`src/rtl/gpio_pinmux_pkg.sv`:
```
// gpio_pinmux_pkg
//   Shared definitions for the GPIO pad multiplexer: bit positions inside the
//   per-pad configuration byte, the function-select width, the pad config
//   struct and a helper that packs the struct into the byte seen on reads.
package gpio_pinmux_pkg;

    localparam int FSEL_LSB = 0;
    localparam int FSEL_W   = 2;
    localparam int OD_BIT   = 2;
    localparam int INV_BIT  = 3;
    localparam int RISE_BIT = 4;
    localparam int FALL_BIT = 5;
    localparam int EVT_BIT  = 7;

    typedef struct packed {
        logic              evt;      // sticky edge event
        logic              fall_en;
        logic              rise_en;
        logic              inv;
        logic              od;       // open-drain emulation
        logic [FSEL_W-1:0] fsel;
    } pad_cfg_t;

    // Byte layout as returned on reads; bit 6 is reserved and reads 0.
    function automatic logic [7:0] cfg_to_byte(input pad_cfg_t c);
        logic [7:0] b;
        b                         = '0;
        b[FSEL_LSB +: FSEL_W]     = c.fsel;
        b[OD_BIT]                 = c.od;
        b[INV_BIT]                = c.inv;
        b[RISE_BIT]               = c.rise_en;
        b[FALL_BIT]               = c.fall_en;
        b[EVT_BIT]                = c.evt;
        return b;
    endfunction

endpackage

```
`src/rtl/gpio_pinmux_pad.sv`:
```
// gpio_pinmux_pad
//   One pad slice: configuration register, function output mux with a
//   registered pad_out/pad_oeb stage (push-pull or open-drain), 2-FF input
//   synchroniser with optional inversion, edge detector and sticky event.
// Ports:
//   clk, rst_n      clock, asynchronous active-low reset
//   we, wdata       write strobe already decoded for this pad, write byte
//   fn_o, fn_oe     per-function output value / enable for this pad
//   fn_i            per-function input value (only the selected one is live)
//   pad_in          raw pad input
//   pad_out,pad_oeb registered pad output / active-low output enable
//   cfg_byte        current config byte for the read mux
//   evt             sticky event bit, for the interrupt OR
module gpio_pinmux_pad
    import gpio_pinmux_pkg::*;
#(
    parameter int NFUNC = 4
) (
    input  logic             clk,
    input  logic             rst_n,
    input  logic             we,
    input  logic [7:0]       wdata,
    input  logic [NFUNC-1:0] fn_o,
    input  logic [NFUNC-1:0] fn_oe,
    output logic [NFUNC-1:0] fn_i,
    input  logic             pad_in,
    output logic             pad_out,
    output logic             pad_oeb,
    output logic [7:0]       cfg_byte,
    output logic             evt
);

    pad_cfg_t cfg_q, cfg_d;
    logic     sync1_q, sync1_d;
    logic     sync2_q, sync2_d;
    logic     s_prev_q, s_prev_d;
    logic     pad_out_q, pad_out_d;
    logic     pad_oeb_q, pad_oeb_d;

    logic     sel_o, sel_oe, sel_valid;
    logic     s, rise, fall;
    logic     rsvd_unused;

    // Bit 6 of the write byte is reserved and has no storage.
    assign rsvd_unused = wdata[6];

    // Function select; fsel values at or above NFUNC leave sel_valid low.
    always_comb begin
        sel_o     = 1'b0;
        sel_oe    = 1'b0;
        sel_valid = 1'b0;
        for (int f = 0; f < NFUNC; f++) begin
            if (cfg_q.fsel == FSEL_W'(f)) begin
                sel_o     = fn_o[f];
                sel_oe    = fn_oe[f];
                sel_valid = 1'b1;
            end
        end
    end

    // Synchronised, optionally inverted input. Because inv is applied after
    // the synchroniser, toggling inv is seen as an edge by the detector.
    assign s    = sync2_q ^ cfg_q.inv;
    assign rise = s & ~s_prev_q;
    assign fall = ~s & s_prev_q;

    always_comb begin
        fn_i = '0;
        for (int f = 0; f < NFUNC; f++) begin
            if (cfg_q.fsel == FSEL_W'(f)) begin
                fn_i[f] = s;
            end
        end
    end

    always_comb begin
        cfg_d = cfg_q;
        if (we) begin
            cfg_d.fsel    = wdata[FSEL_LSB +: FSEL_W];
            cfg_d.od      = wdata[OD_BIT];
            cfg_d.inv     = wdata[INV_BIT];
            cfg_d.rise_en = wdata[RISE_BIT];
            cfg_d.fall_en = wdata[FALL_BIT];
            if (wdata[EVT_BIT]) begin
                cfg_d.evt = 1'b0;
            end
        end
        // Evaluated after the clear so a coincident new event wins.
        if ((rise && cfg_q.rise_en) || (fall && cfg_q.fall_en)) begin
            cfg_d.evt = 1'b1;
        end
    end

    always_comb begin
        pad_out_d = 1'b0;
        pad_oeb_d = 1'b1;
        if (sel_valid) begin
            if (cfg_q.od) begin
                // Only ever drive low; a high level is left to the pull-up.
                pad_oeb_d = ~(sel_oe & ~sel_o);
            end else begin
                pad_out_d = sel_o;
                pad_oeb_d = ~sel_oe;
            end
        end
        sync1_d  = pad_in;
        sync2_d  = sync1_q;
        s_prev_d = s;
    end

    always_ff @(posedge clk or negedge rst_n) begin
        if (!rst_n) begin
            cfg_q     <= '0;
            sync1_q   <= 1'b0;
            sync2_q   <= 1'b0;
            s_prev_q  <= 1'b0;
            pad_out_q <= 1'b0;
            pad_oeb_q <= 1'b1;
        end else begin
            cfg_q     <= cfg_d;
            sync1_q   <= sync1_d;
            sync2_q   <= sync2_d;
            s_prev_q  <= s_prev_d;
            pad_out_q <= pad_out_d;
            pad_oeb_q <= pad_oeb_d;
        end
    end

    assign pad_out  = pad_out_q;
    assign pad_oeb  = pad_oeb_q;
    assign cfg_byte = cfg_to_byte(cfg_q);
    assign evt      = cfg_q.evt;

endmodule

```
`src/rtl/gpio_pinmux.sv`:
```
// gpio_pinmux
//   Run-time pad multiplexer between SoC peripherals and the GPIO ring.
//   NPADS pad slices, address decode for the byte-wide config port, a
//   registered read mux and the combined event interrupt.
// Config port: cfg_we / cfg_re are single-cycle strobes with no back-pressure;
//   a write lands at the clock edge where cfg_we is high, a read captures the
//   addressed byte (pre-write value when both strobes coincide) into cfg_rdata
//   at that edge and holds it until the next read. Addresses >= NPADS ignore
//   writes and read as 0.
// Ports:
//   clk, rst_n                   clock, asynchronous active-low reset
//   cfg_we, cfg_re, cfg_addr,
//   cfg_wdata, cfg_rdata         config register port
//   fn_o, fn_oe, fn_i            peripheral side, bit p*NFUNC+f
//   pad_in, pad_out, pad_oeb     pad ring side
//   irq                          OR of all sticky event bits
module gpio_pinmux
    import gpio_pinmux_pkg::*;
#(
    parameter int NPADS = 44,
    parameter int NFUNC = 4
) (
    input  logic                   clk,
    input  logic                   rst_n,
    input  logic                   cfg_we,
    input  logic                   cfg_re,
    input  logic [5:0]             cfg_addr,
    input  logic [7:0]             cfg_wdata,
    output logic [7:0]             cfg_rdata,
    input  logic [NPADS*NFUNC-1:0] fn_o,
    input  logic [NPADS*NFUNC-1:0] fn_oe,
    output logic [NPADS*NFUNC-1:0] fn_i,
    input  logic [NPADS-1:0]       pad_in,
    output logic [NPADS-1:0]       pad_out,
    output logic [NPADS-1:0]       pad_oeb,
    output logic                   irq
);

    logic [NPADS-1:0] pad_we;
    logic [NPADS-1:0] evt_vec;
    logic [7:0]       cfg_byte [NPADS];
    logic [7:0]       rdata_q, rdata_d;

    for (genvar p = 0; p < NPADS; p++) begin : g_pad
        assign pad_we[p] = cfg_we && (cfg_addr == 6'(p));

        gpio_pinmux_pad #(
            .NFUNC (NFUNC)
        ) u_pad (
            .clk      (clk),
            .rst_n    (rst_n),
            .we       (pad_we[p]),
            .wdata    (cfg_wdata),
            .fn_o     (fn_o[p*NFUNC +: NFUNC]),
            .fn_oe    (fn_oe[p*NFUNC +: NFUNC]),
            .fn_i     (fn_i[p*NFUNC +: NFUNC]),
            .pad_in   (pad_in[p]),
            .pad_out  (pad_out[p]),
            .pad_oeb  (pad_oeb[p]),
            .cfg_byte (cfg_byte[p]),
            .evt      (evt_vec[p])
        );
    end

    // Unmatched addresses fall through to the zero default.
    always_comb begin
        rdata_d = rdata_q;
        if (cfg_re) begin
            rdata_d = '0;
            for (int p = 0; p < NPADS; p++) begin
                if (cfg_addr == 6'(p)) begin
                    rdata_d = cfg_byte[p];
                end
            end
        end
    end

    always_ff @(posedge clk or negedge rst_n) begin
        if (!rst_n) begin
            rdata_q <= '0;
        end else begin
            rdata_q <= rdata_d;
        end
    end

    assign cfg_rdata = rdata_q;
    assign irq       = |evt_vec;

endmodule

```
`config.mk`:
```
export PLATFORM = sky130hd
export DESIGN_NAME = gpio_pinmux
export DESIGN_NICKNAME = d
export VERILOG_FILES = /design/src/rtl/gpio_pinmux_pkg.sv /design/src/rtl/gpio_pinmux_pad.sv /design/src/rtl/gpio_pinmux.sv
export SDC_FILE = /design/constraint.sdc
export NUM_CORES = 1
export LEC_CHECK = 0
export BUFFER_PORTS_ARGS = -buffer_cell sky130_fd_sc_hd__buf_2
export CAP_MARGIN = 40
export CORE_ASPECT_RATIO = 1.4
export CORE_MARGIN = 2
export CORE_UTILIZATION = 25
export DETAILED_ROUTE_END_ITERATION = 10
export PLACE_DENSITY = 0.53
export SLEW_MARGIN = 30
export SYNTH_ARGS = -nofsm -noshare
export SYNTH_HDL_FRONTEND = slang
export SYNTH_SLANG_ARGS = --single-unit
```
`constraint.sdc`:
```
create_clock -name clk -period 2.2 [get_ports clk]
set_input_delay 0.33 -clock clk [delete_from_list [all_inputs] [get_ports clk]]
set_output_delay 0.33 -clock clk [all_outputs]
set_load 0.03 [all_outputs]
```
# == After elaboration in Yosys (flattened, before gate mapping) ==
# Index checks and enable logic that the tools add are counted.
# classes
n_shift,0
mux,1013
n_reduce_logical,354
n_eq_ne,175
n_addsub,0
bitwise,396
multipliers,0
order_cmp,0
div,0
# op_table
op,count
two-way mux 1 bit,925
two-way mux 8 bit,44
two-way mux 7 bit,44
NOT 1 bit,220
"== test 2 bit, second input constant",88
nonzero test 2 bit,88
AND 1 bit,132
logical AND 1 bit,132
"== test 6 x 5 -> 1 bit, second input constant",16
"== test 2 x 1 -> 1 bit, second input constant",44
logical NOT 2 bit,44
AND reduction 2 bit,44
"== test 6 bit, second input constant",12
"== test 6 x 4 -> 1 bit, second input constant",8
logical OR 1 bit,44
OR reduction 44 bit,1
XOR 1 bit,44
"== test 6 x 3 -> 1 bit, second input constant",4
"== test 6 x 2 -> 1 bit, second input constant",2
"== test 6 x 1 -> 1 bit, second input constant",1
logical NOT 6 bit,1
# totals
ff_bits,536
word_cells,2423
mem_count,0
latchBits,0
ram_bits,0
rom_bits,0
in_bits,414

# == Depth between registers and ports, before layout ==
# logic_depth
depth_word,45
depth_mapped,11
ltp_nobuf,7

# == Modules after synthesis ==
# Synthesis repeated with hierarchy kept, for this count alone.
# hier_totals
cells_unflattened,2447
hier_area_um2,28197.0
# by_module_without_submodules
module,cells_each,seq_area_each_um2,area_each_um2,instances
gpio_pinmux_pad,38,301.5,525.5,44
gpio_pinmux,775,200.2,5074.9,1

# == Worst setup path before layout ==
# Ideal clock, no wire load.
# synth_timing
kind,input-to-reg
from,input port cfg_addr[1]
to,register rdata_q[0] (netlist: cfg_rdata[0])
setup_ps,126
path_buffers,2
setup_slack_ps,70
arrival_time_ps,2004
stages,9
cell_sequence,buf_2 > buf_2 > mux2_2 > a22oi_1 > o22ai_1 > a2111oi_0 > a221o_1 > o2111ai_1 > a311o_1
# synth_between
elab_chain_cells,45
elab_cells_between_ends,88
# synth_rtl
item,line_no,rtl
"start, declared",gpio_pinmux.sv:27,"input logic [5:0] cfg_addr,"
logical NOT 6 bit,gpio_pinmux.sv:71,if (cfg_addr == 6'(p)) begin
two-way mux 8 bit (43 in series),gpio_pinmux.sv:71,
two-way mux 8 bit (*),gpio_pinmux.sv:71,
"end signal, assigned",gpio_pinmux.sv:82,rdata_q <= rdata_d;
"end, declared",gpio_pinmux.sv:42,"logic [7:0] rdata_q, rdata_d;"
# Mark *: on every way between the ends. The rest lies on a longest branch, timed or not.
# A chain may end at the register's enable or synchronous reset.

# == Final worst setup path ==
# layout_timing
from,register g_pad[8].u_pad.cfg_q (netlist bit g_pad[8].u_pad.evt)
to,output port irq
# layout_between
elab_chain_cells,1
# layout_rtl
item,line_no,rtl
"start, declared",gpio_pinmux_pad.sv:33,"pad_cfg_t cfg_q, cfg_d;"
"start signal, assigned",gpio_pinmux_pad.sv:120,cfg_q <= cfg_d;
OR reduction 44 bit,gpio_pinmux.sv:87,assign irq = |evt_vec;
"end, declared",gpio_pinmux.sv:36,output logic irq
# No other way between the ends.

==> run summary <==
The run gives 3755 as the total number of nets in the final design. Synthesis inferred 535 register bits. The setup-violating endpoint count in the final report was 3.

The tools report the total wire length after detailed routing as 113.5 mm. In the detailed route, the total length drawn on met2 is 58.22 mm. Post-synth design cell area: 27190 µm². The synthesized design spends more area on one cell type than any other, namely sky130_fd_sc_hd__dfrtp_1. IR analysis of the VDD net gives a maximum drop of 0.6396 mV. For the buffer levels on the longest clock path, the log shows 3.

For the worst flop-to-flop path, the logic depth is 7. During I/O placement, the number of pins put on the boundary was 687. The vertical die dimension was 394.2 µm; the wire length of the first global-routing pass was 162.9 mm. For the final core utilization, the log shows 0.3505. For the worst setup path, the data arrival time is 2310 ps. The number of buffer and inverter stages on the critical path was 2.

The sequential share of the synthesized area is 0.4944, and the average cell area after synthesis is 11.31 µm². In this run the clock root is driven by a sky130_fd_sc_hd__clkbuf_16. In this run, the number of DRC markers left after iteration 0 of detailed routing was 1362. During synthesis, Yosys emitted a total of 0 warnings.

The share of synthesized registers carrying an async set or reset works out to 1.000. In this run the critical register-to-register path is launched from g_pad[11].u_pad.cfg_byte[0]. The most used flip-flop cell after synthesis is sky130_fd_sc_hd__dfrtp_1. The DRC violation count after routing is 0. For the number of rows in the core area, the log shows 143. In this run the standard cell core region covers 108200 µm². The final count of hold timing violations is 0.

The tools report the type of element capturing the critical path as a primary output. Placed instance area: 34050 µm². The run gives 23860 as the via count of the first global-routing pass.

TritonCTS built the clock tree. The smallest setup slack after layout is -441.3 ps, and the shortest period the worst path allows is 2641 ps. At the pin with the least slew margin, the transition time is 672.8 ps.

For hold timing, the worst endpoint is g_pad[38].u_pad.pad_oeb. Classification of the worst setup path: flip-flop to primary output. At the end of routability-driven placement, the weighted congestion stood at 0.9223. The most used standard cell by instance count after synthesis is sky130_fd_sc_hd__dfrtp_1. The number of logic stages on the critical path including buffering was 6; the number of antenna violations at the first check in global routing was 7. In this run, synthesis inferred 0 flip-flops with an integrated enable. After detailed routing, the average wire length per cell comes to 23.44 µm. Counting every instance in the synthesized netlist gives 2403. Final hold slack: 28.69 ps. The reported max-cap violation count came out at 0. The endpoint identified for the worst register-to-register timing path is cfg_rdata[0].

The detailed router put a total of 45.84 mm of wire on met1. The critical path goes through nor4_2 -> buf_4 -> nand4_1 -> nor2_2 -> nand4_1 -> buf_6. The worst setup path is launched from a flip-flop. The final global-route overflow total was 0; the length of the first detailed-routing pass in iterations was 5. The cell that appears most often on the critical path is sky130_fd_sc_hd__nand4_1. The share of the synthesized area in the top cell type came out at 0.4519. By area the synthesized netlist is led by sky130_fd_sc_hd__dfrtp_1 (45%), sky130_fd_sc_hd__mux2_2 (12%), sky130_fd_sc_hd__mux4_2 (8.2%). Routed length on met3: 5.609 mm.

For the final database, setup skew stands at 24.69 ps. The starting density of the core is 0.2512. Setup repair after global routing could not meet its margin everywhere.

For this run, the top clock speed supported by timing is 0.3786 GHz. The number of clock sinks was 535. The checks that failed: setup timing. The required time of the worst setup path was 1870 ps. Hold path depth: 3.

For flop-to-flop paths, the worst setup slack is 40 ps. For the headroom to the max-slew limit, the log shows 0.5515. The gate family responsible for the most delay along the worst path was simple AND/OR/NAND/NOR gates. The floorplan step set the die width to 282.7 µm.

The library cell contributing the largest single delay on the critical path is sky130_fd_sc_hd__dfrtp_1. The die covers 111500 µm². For the number of max-slew violations in the final report, the log shows 0. Yosys mapped the design onto 78 distinct sky130hd cell types. The clock-pin transition on the worst setup and hold timing paths came out at 60 ps. The flow ran to the end, but the final reports show violations. The run gives 23360 as the via total after detailed routing. Dividing the detail-routed via count by the number of cells gives 4.823. Once detailed placement completed, the half-perimeter wirelength came to 88.88 mm. The class of the most critical hold timing path is input pin to flip-flop. The highest metal layer used by the detailed router is met5. After synthesis, the most frequently instantiated cells are sky130_fd_sc_hd__dfrtp_1 (491), sky130_fd_sc_hd__mux2_2 (293), sky130_fd_sc_hd__nand2_1 (269). The run gives 0 as the remaining antenna violation count. The analysis attributes to cell leakage a power of 17.52 nW.

TritonCTS created 59 clock buffers. The fraction of layout cells with a size suffix above 1 was 0.5204; the power per unit of standard cell area was 839.1 nW/µm². The run gives 650 ps as the insertion delay of the later-clocked pin in the worst-skew pair.

Entering global routing, the biggest net connects 56 pins. The number of nets handed over by synthesis was 2817. Part of the cycle the worst path needs: 1.201. The tools report the origin of the worst min-delay path as fn_oe[152].

The number of H-tree branching levels is 2, and the stage delay of the slowest cell on the critical path is 390 ps. Buffers placed on the I/O ports in this run total 684. After routing the design area is 37940 µm².

The largest fanout of any net on the critical path is 2. Relative to the synthesized area, the layout overhead comes to 39.52%. The tools report the overall routing resource usage as 0.1984.
worst max-delay path by stage:
stage	from	end
5_1_grt	g_pad[8].u_pad.evt	irq
3_5_place_dp	cfg_addr[4]	cfg_rdata[5]
6_report	g_pad[8].u_pad.evt	irq
3_3_place_gp	cfg_addr[4]	cfg_rdata[5]
2_1_floorplan	cfg_addr[1]	cfg_rdata[0]
4_1_cts	g_pad[8].u_pad.evt	irq
cells by family (layout without fill, tap and decap cells):
| group | after synthesis | count (layout) | synth area share |
|---|---|---|---|
| simple gates | 789 | 789 | 0.1466 |
| flops | 535 | 535 | 0.4944 |
| mux | 423 | 423 | 0.2148 |
| buf+inv | 325 | 1312 | 0.06070 |
| compound gates | 286 | 286 | 0.06921 |
| xor+xnor | 44 | 44 | 0.01417 |
| other cells | 1 | 4 | 0.0001379 |
layout by cell type, fill, tap and decap left out, types with 16 or more instances in the layout:
master	netlist	routed
sky130_fd_sc_hd__buf_2	43	615
sky130_fd_sc_hd__dfrtp_1	491	459
sky130_fd_sc_hd__buf_4	96	420
sky130_fd_sc_hd__mux2_2	293	293
sky130_fd_sc_hd__nand2_1	269	269
sky130_fd_sc_hd__nor2_1	118	114
sky130_fd_sc_hd__mux4_2	99	99
sky130_fd_sc_hd__nand3_1	99	99
sky130_fd_sc_hd__dlygate4sd3_1	0	89
sky130_fd_sc_hd__o21ai_0	83	82
sky130_fd_sc_hd__clkbuf_16	0	60
sky130_fd_sc_hd__a21oi_1	48	48
sky130_fd_sc_hd__nor2b_1	48	47
sky130_fd_sc_hd__nand3b_1	47	47
sky130_fd_sc_hd__and3_1	49	45
sky130_fd_sc_hd__nor3_1	58	45
sky130_fd_sc_hd__dfstp_2	44	44
sky130_fd_sc_hd__dfrtp_2	0	32
sky130_fd_sc_hd__mux2i_1	31	31
sky130_fd_sc_hd__inv_2	0	25
sky130_fd_sc_hd__nor3b_1	43	25
sky130_fd_sc_hd__xnor2_2	0	24
sky130_fd_sc_hd__o22ai_1	24	24
sky130_fd_sc_hd__buf_12	0	24
sky130_fd_sc_hd__inv_1	44	17
sky130_fd_sc_hd__nor3b_2	0	17
sky130_fd_sc_hd__a22oi_1	18	16
report_power, final:
group	internal [W]	switching (W)
Sequential	0.0113	0.00145
Clock	0.00629	0.00446
Combinational	0.00360	0.00474
Total	0.0212	0.0106
repair_timing:
item / CTS / global route
buffers inserted: 16 / 8
hold buffers: 89 / 0
endpoints found under the hold margin: 97 / 0
setup endpoints to repair: 77 / 83
resized for setup: 123 / 102
pin swaps: 20 / 5
worst register-to-register path: stages, from the launching register on:
cell	delay, ps
sky130_fd_sc_hd__dfrtp_1	440
sky130_fd_sc_hd__mux2_2	310
sky130_fd_sc_hd__a22oi_2	150
sky130_fd_sc_hd__o21ai_1	100
sky130_fd_sc_hd__a2111oi_2	390
sky130_fd_sc_hd__a221o_1	190
sky130_fd_sc_hd__o2111ai_1	140
sky130_fd_sc_hd__a311o_1	340
final cells by class:
class                   instances  area, µm²
diodes                          3      7.507
clock buffers                  82       1674
clock inverters                28      395.4
fillers                     10870      70310
inverters                      45      175.2
multi-input cells            1543      12680
flip-flops and latches        535      13480
well taps                    1450       1814
repair buffers               1157       7704
metrics by stage:
stage / setup WS (ps) / cells / total power, W / TNS, ps
2_1_floorplan: 69.66 / 2403 / 0.01722 / 0
3_3_place_gp: -407.8 / 4619 / 0.02064 / -8949
3_5_place_dp: -461.5 / 4620 / 0.02072 / -10970
4_1_cts: -461.9 / 4833 / 0.03204 / -511.7
5_1_grt: -485.6 / 4840 / 0.03316 / -662.6
6_report: -441.3 / 4843 / 0.03183 / -462.0
flip-flops by register name, summed over array words and instances, names as in the netlist:
| register | count |
|---|---|
| g_pad.u_pad.evt | 44 |
| g_pad.u_pad.pad_oeb | 44 |
| g_pad.u_pad.s_prev_q | 44 |
| cfg_rdata | 7 |
| g_pad.u_pad.pad_out | 44 |
| g_pad.u_pad.sync1_q | 44 |
| g_pad.u_pad.sync2_q | 44 |
| g_pad.u_pad.cfg_byte | 264 |
metal layers:
metal	vias up	track usage
met3	169	0.02658
met4	8	0.06774
met5	-	0
li1	10440	-
met1	11940	0.2431
met2	798	0.3539
(Power assumes the default switching activity.)
